===== src/rtl/tl_light_monitor.sv =====
// tl_light_monitor
// Watches the light codes on roads A and B, rebuilds the controller's 3-bit
// state, and flags illegal patterns, illegal steps and over-long yellows.
// The yellow pairs 001/011 and 101/111 look identical on the lights, so
// they can only be told apart by remembering the state that came before.
module tl_light_monitor #(
  parameter int MAX_YELLOW = 3,
  parameter int DWELL_W    = 8,
  parameter int CNT_W      = 8
) (
  input  logic               clk,
  input  logic               reset,
  input  logic [1:0]         La,
  input  logic [1:0]         Lb,
  output logic [2:0]         q_rec,
  output logic               valid,
  output logic               err,
  output logic [1:0]         err_code,
  output logic [DWELL_W-1:0] dwell,
  output logic [CNT_W-1:0]   cycles,
  output logic [CNT_W-1:0]   err_cnt
);

  // Tracker states: 0..7 mean "locked to controller state s", 8 means SYNC.
  localparam logic [3:0] ST_SYNC = 4'd8;

  localparam logic [1:0] EC_NONE  = 2'b00;
  localparam logic [1:0] EC_PAT   = 2'b01;
  localparam logic [1:0] EC_TRANS = 2'b10;
  localparam logic [1:0] EC_YEL   = 2'b11;

  localparam logic [DWELL_W-1:0] DWELL_MAX  = {DWELL_W{1'b1}};
  localparam logic [DWELL_W-1:0] YEL_LIMIT  = DWELL_W'(MAX_YELLOW);
  localparam logic [CNT_W-1:0]   ERRCNT_MAX = {CNT_W{1'b1}};

  // Light pattern {La, Lb} the controller shows in state s.
  function automatic logic [3:0] pattern_of(input logic [2:0] s);
    logic [3:0] p;
    case (s)
      3'd0:    p = 4'b0011;
      3'd1:    p = 4'b0111;
      3'd2:    p = 4'b1011;
      3'd3:    p = 4'b0111;
      3'd4:    p = 4'b1100;
      3'd5:    p = 4'b1101;
      3'd6:    p = 4'b1110;
      3'd7:    p = 4'b1101;
      default: p = 4'b0011;
    endcase
    return p;
  endfunction

  // True for the six patterns any controller state can produce.
  function automatic logic pattern_legal(input logic [3:0] p);
    logic ok;
    case (p)
      4'b0011, 4'b0111, 4'b1011,
      4'b1100, 4'b1101, 4'b1110: ok = 1'b1;
      default:                   ok = 1'b0;
    endcase
    return ok;
  endfunction

  // True for the two shared (ambiguous) yellow patterns.
  function automatic logic pattern_yellow(input logic [3:0] p);
    return (p == 4'b0111) || (p == 4'b1101);
  endfunction

  // Unique state behind a non-yellow pattern.
  function automatic logic [2:0] lock_state(input logic [3:0] p);
    logic [2:0] s;
    case (p)
      4'b0011: s = 3'd0;
      4'b1011: s = 3'd2;
      4'b1100: s = 3'd4;
      4'b1110: s = 3'd6;
      default: s = 3'd0;
    endcase
    return s;
  endfunction

  logic [3:0]         fsm_r;
  logic [3:0]         fsm_nxt_s;
  logic [2:0]         q_nxt_s;
  logic               valid_nxt_s;
  logic [DWELL_W-1:0] dwell_nxt_s;
  logic [CNT_W-1:0]   cycles_nxt_s;
  logic               err_s;
  logic [1:0]         code_s;

  logic [3:0] pat_s;
  logic [2:0] cur_s;
  logic [2:0] succ_s;

  assign pat_s  = {La, Lb};
  assign cur_s  = fsm_r[2:0];
  assign succ_s = cur_s + 3'd1;

  // Decode one sample: pick the next tracker state and flag any violation.
  always_comb begin
    fsm_nxt_s    = fsm_r;
    q_nxt_s      = q_rec;
    valid_nxt_s  = valid;
    dwell_nxt_s  = dwell;
    cycles_nxt_s = cycles;
    err_s        = 1'b0;
    code_s       = EC_NONE;

    if (!pattern_legal(pat_s)) begin
      err_s       = 1'b1;
      code_s      = EC_PAT;
      fsm_nxt_s   = ST_SYNC;
      valid_nxt_s = 1'b0;
      dwell_nxt_s = '0;
    end else if (fsm_r == ST_SYNC) begin
      if (pattern_yellow(pat_s)) begin
        // A yellow alone cannot say which of its two states we are in.
        valid_nxt_s = 1'b0;
        dwell_nxt_s = '0;
      end else begin
        fsm_nxt_s   = {1'b0, lock_state(pat_s)};
        q_nxt_s     = lock_state(pat_s);
        valid_nxt_s = 1'b1;
        dwell_nxt_s = '0;
      end
    end else if (pat_s == pattern_of(cur_s)) begin
      if (cur_s[0] && (dwell == YEL_LIMIT)) begin
        err_s       = 1'b1;
        code_s      = EC_YEL;
        fsm_nxt_s   = ST_SYNC;
        valid_nxt_s = 1'b0;
        dwell_nxt_s = '0;
      end else begin
        dwell_nxt_s = (dwell == DWELL_MAX) ? dwell : dwell + DWELL_W'(1);
      end
    end else if (pat_s == pattern_of(succ_s)) begin
      fsm_nxt_s   = {1'b0, succ_s};
      q_nxt_s     = succ_s;
      dwell_nxt_s = '0;
      if (cur_s == 3'd7) begin
        cycles_nxt_s = cycles + CNT_W'(1);
      end else begin
        cycles_nxt_s = cycles;
      end
    end else begin
      err_s       = 1'b1;
      code_s      = EC_TRANS;
      fsm_nxt_s   = ST_SYNC;
      valid_nxt_s = 1'b0;
      dwell_nxt_s = '0;
    end
  end

  // Register the tracker state and every output.
  always_ff @(posedge clk or posedge reset) begin
    if (reset) begin
      fsm_r    <= ST_SYNC;
      q_rec    <= 3'd0;
      valid    <= 1'b0;
      err      <= 1'b0;
      err_code <= EC_NONE;
      dwell    <= '0;
      cycles   <= '0;
      err_cnt  <= '0;
    end else begin
      fsm_r  <= fsm_nxt_s;
      q_rec  <= q_nxt_s;
      valid  <= valid_nxt_s;
      err    <= err_s;
      dwell  <= dwell_nxt_s;
      cycles <= cycles_nxt_s;
      if (err_s) begin
        err_code <= code_s;
        err_cnt  <= (err_cnt == ERRCNT_MAX) ? err_cnt : err_cnt + CNT_W'(1);
      end else begin
        err_code <= err_code;
        err_cnt  <= err_cnt;
      end
    end
  end

endmodule


===== config.mk =====
export PLATFORM = sky130hd
export DESIGN_NAME = tl_light_monitor
export DESIGN_NICKNAME = d
export VERILOG_FILES = /design/src/rtl/tl_light_monitor.sv
export SDC_FILE = /design/constraint.sdc
export NUM_CORES = 1
export LEC_CHECK = 0
export ABC_AREA = 1
export CAP_MARGIN = 15
export CORE_MARGIN = 3
export CORE_UTILIZATION = 50
export CTS_BUF_LIST = sky130_fd_sc_hd__clkbuf_8
export DETAILED_ROUTE_END_ITERATION = 16
export HOLD_SLACK_MARGIN = 0.06
export PLACE_DENSITY = 0.77
export SYNTH_ARGS = -nofsm -noshare
export SYNTH_HDL_FRONTEND = slang
export SYNTH_SLANG_ARGS = --single-unit

===== constraint.sdc =====
create_clock -name clk -period 3 [get_ports clk]
set_clock_uncertainty 0.2 [all_clocks]
set_input_delay 0.6 -clock clk [delete_from_list [all_inputs] [get_ports clk]]
set_output_delay 0.6 -clock clk [all_outputs]
set_load 0.01 [all_outputs]

==> summary.md <==
| Metric | Value |
|---|---|
| Combinational fraction of design power | `26.9%` |
| Dominant synthesized flop cell | `dfrtp_1` |
| Detailed Routing Iterations Pass 1 | `4` |
| Critical path's largest stage delay | `0.50 ns` |
| Layout Nets | `319` |
| Worst EP arrival | `2.45 ns` |
| Number of synthesized flops with an enable pin | `0` |
| Final instance area | `0.00264 mm2` |
| Synthesized area | `0.00209 mm2` |
| Crit path max fanout | `10` |
| Drt drc | `0` |
| Async set-or-reset flop fraction in the synthesized netlist | `100%` |
| Final hold vios | `0` |
| Largest net degree at the start of global routing | `36` |
| Max clock buf depth | `2` |
| Reg clk slew, reported paths | `0.07 ns` |
| Final worst-path cycle share | `82.5%` |
| Ys Warns | `0` |
| Hpwl dp | `3220 um` |
| Clk network pwr share | `31.0%` |
| Share of cells above drive strength 1 | `11.8%` |
| Worst-Skew Late Latency | `0.29 ns` |
| TritonCTS Sinks | `35` |
| Fin crit period | `2.48 ns` |
| Worst Max-Slew Pin Slew | `0.433 ns` |
| Most instantiated cells after synthesis | `nand2_1, dfrtp_1, nand3_1, inv_1, nor2_1` |
| Top cell type's share of synthesized area | `40.6%` |
| Pleak | `1.35 nW` |
| Worst EP required | `2.98 ns` |
| Die Area | `0.00500 mm2` |
| Via/cell ratio | `5.09` |
| Initial Util | `54.3%` |
| Cts hold-fix bufs | `0` |
| Internal power | `0.984 mW` |
| Distinct cells, synth | `28` |
| Area contributors post-synth | `dfrtp_1, nand2_1, nand3_1, inv_1, ha_1` |
| Final setup violation count | `0` |
| CTS H-tree lvls | `2` |
| Seq pwr share | `42.1%` |
| Setup bufs post-CTS | `0` |
| P per Cell Area | `536 mW/mm2` |
| CTS tree | `done` |
| CTS Buf Count | `5` |
| Vias | `1,802` |
| Initial antenna violation count | `0` |
| Total Neg Setup Slack | `0 ns` |
| Switching Share | `30.4%` |
| P_sw | `0.431 mW` |
| Final Max Slew Viols | `0` |
| Highest clock rate | `404 MHz` |
| Number of global-route vias before repair | `1,775` |
| Yosys top cell by area | `dfrtp_1` |
| Die Wd | `70.7 um` |
| CP startpoint kind | `register` |
| GRT Residual Overflow | `0` |
| Worst slew margin | `71.1%` |
| Inserted Diodes | `0` |
| Ports | `37` |
| Core Rows | `22` |
| Synthesized flop and latch total | `35` |
| Overall routed net length | `4410 um` |
| Core area | `0.00385 mm2` |
| Die Span Y | `70.7 um` |
| Max IR drop VDD | `0.482 mV` |
| Filler cells | `344` |
| Max cap viols | `0` |
| Starting DRT DRC Count | `123` |
| Buf/Inv on CP | `0` |
| Final GP Congestion | `0.793` |
| CP endpoint kind | `register` |
| CTS root buffer | `clkbuf_8` |
| Mapped Avg Cell Area | `8.02 um2` |
| Mapped Cells | `261` |
| CP top delay family | `simple AND/OR/NAND/NOR gates` |
| Cell with the most instances after synthesis | `nand2_1` |
| CTS resizes | `0` |
| GRT Total Usage | `19.3%` |
| Critical Path Slowest Stage Cell | `dfrtp_1` |
| Worst Setup Path Type | `reg -> reg` |
| First-pass GRT wire length | `7920 um` |
| Placed inst area | `0.00252 mm2` |
| DR WL/cell | `12.5 um` |
| Syn nets | `275` |
| CP cell instances | `ha_1, ha_1, nand2_1, xor2_1, nor2_4, nand2_4, nand3_4, nand2_4, nand2_4, nand2_1, nand2_1` |
| Outcome | `finished clean` |
| Post-DRT Antenna Nets | `0` |
| Worst min-delay path category | `reg -> reg` |
| Post-synthesis sequential area ratio | `41.9%` |
| Synthesis-to-layout area growth | `26.1%` |
| Port buffer count | `36` |
| RSZ-0062 raised after global routing | `false` |
## cell usage in the layout, fill, tap and decap left out
cell type / count
nor2_4: 2
nor2_1: 18
nor3_1: 9
xnor2_1: 5
o21ai_0: 3
nand4_1: 2
dfrtp_1: 34
nor2_8: 1
and3_1: 1
ha_1: 8
clkdlybuf4s50_1: 36
xor2_2: 1
nand3_4: 1
clkbuf_8: 6
nand2_2: 5
nand3_1: 31
o21ai_1: 3
clkinv_2: 1
a21o_1: 1
o21ai_2: 3
xor2_1: 9
bufinv_16: 1
buf_4: 1
nand3_2: 3
inv_2: 4
nor2_2: 1
nor4_1: 1
dfstp_2: 1
inv_1: 29
nand2_4: 5
a21oi_1: 7
a211oi_1: 1
nand2_1: 72
## path summary, 6_finish.rpt
| check | startpoint | end | slack, ns | cells after the start |
|---|---|---|---|---|
| max | fsm_r[0] | err_cnt[2] | 0.52 | 11 |
| min | fsm_r[3] | fsm_r[3] | 0.26 | 2 |
| max reg2reg | fsm_r[0] | err_cnt[2] | 0.52 | 11 |
| min reg2reg | fsm_r[3] | fsm_r[3] | 0.26 | 2 |
| max in group asynchronous | reset | fsm_r[3] | 1.76 | 3 |
| min in group asynchronous | reset | err_cnt[7] | 0.50 | 3 |
## metal layers
layer  share of wire (%)  routed length [um]  track usage, %
met1                  46                2010            24.9
met5                   0                   0               0
met3                 4.3                 189            2.98
met4                 1.2                  51            5.01
met2                  49                2160            33.8
## metrics by stage
stage               setup WS (ns)  instances  util [%]  hold slack (ns)  total power [mW]
global route                0.317        354      68.5            0.292              1.49
global placement            0.492        346      65.4            0.254             0.971
detailed placement          0.441        346      65.4            0.257             0.982
finish                      0.525        354      68.5            0.265              1.41
floorplan                   0.799        261         -            0.244             0.815
CTS                         0.516        354      68.5            0.268              1.43
## state kept, by name (all words and copies together), names as in the netlist
| signal | cells |
|---|---|
| cycles | 8 |
| valid | 1 |
| fsm_r | 4 |
| err_code | 2 |
| q_rec | 3 |
| err_cnt | 8 |
| err | 1 |
| dwell | 8 |
## worst reg2reg max path, delay by kind of cell (launching register included)
kind	cells	cell delay (ns)
AND/OR/NAND/NOR	8	0.78
adder cells (fa/ha/maj)	2	0.63
flip-flops	1	0.50
XOR/XNOR	1	0.26
## final cells by class
type	instances	area, um2	area share [%]
Clock buffer	6	82.6	3.13
Clock inverter	2	35.0	1.33
Inverter	33	124	4.69
Multi-Input combinational cell	193	1090	41.4
Sequential cell	35	877	33.2
Tap cell	48	60.1	2.28
Timing Repair Buffer	37	368	13.9
## power groups by stage
stage	Sequential (mW)	Combinational, mW	Clock (mW)
after global placement	0.600	0.371	0
after floorplan	0.618	0.198	0
after CTS	0.595	0.386	0.447
after global routing	0.605	0.422	0.464
after detailed placement	0.603	0.379	0
final	0.596	0.380	0.439
## cell families (layout without fill, tap and decap cells)
logic type / Yosys count / in the layout / share of synthesized area, %
buffers and inverters: 33 / 78 / 5.92
adders and majority gates: 8 / 8 / 4.78
DFF: 35 / 35 / 41.9
and+or+nand+nor: 152 / 152 / 35.7
xor gates and xnor gates: 15 / 15 / 6.64
AOI/OAI and AO/OA: 18 / 18 / 5.08
No activity file was read; power rests on OpenSTA's default activity.
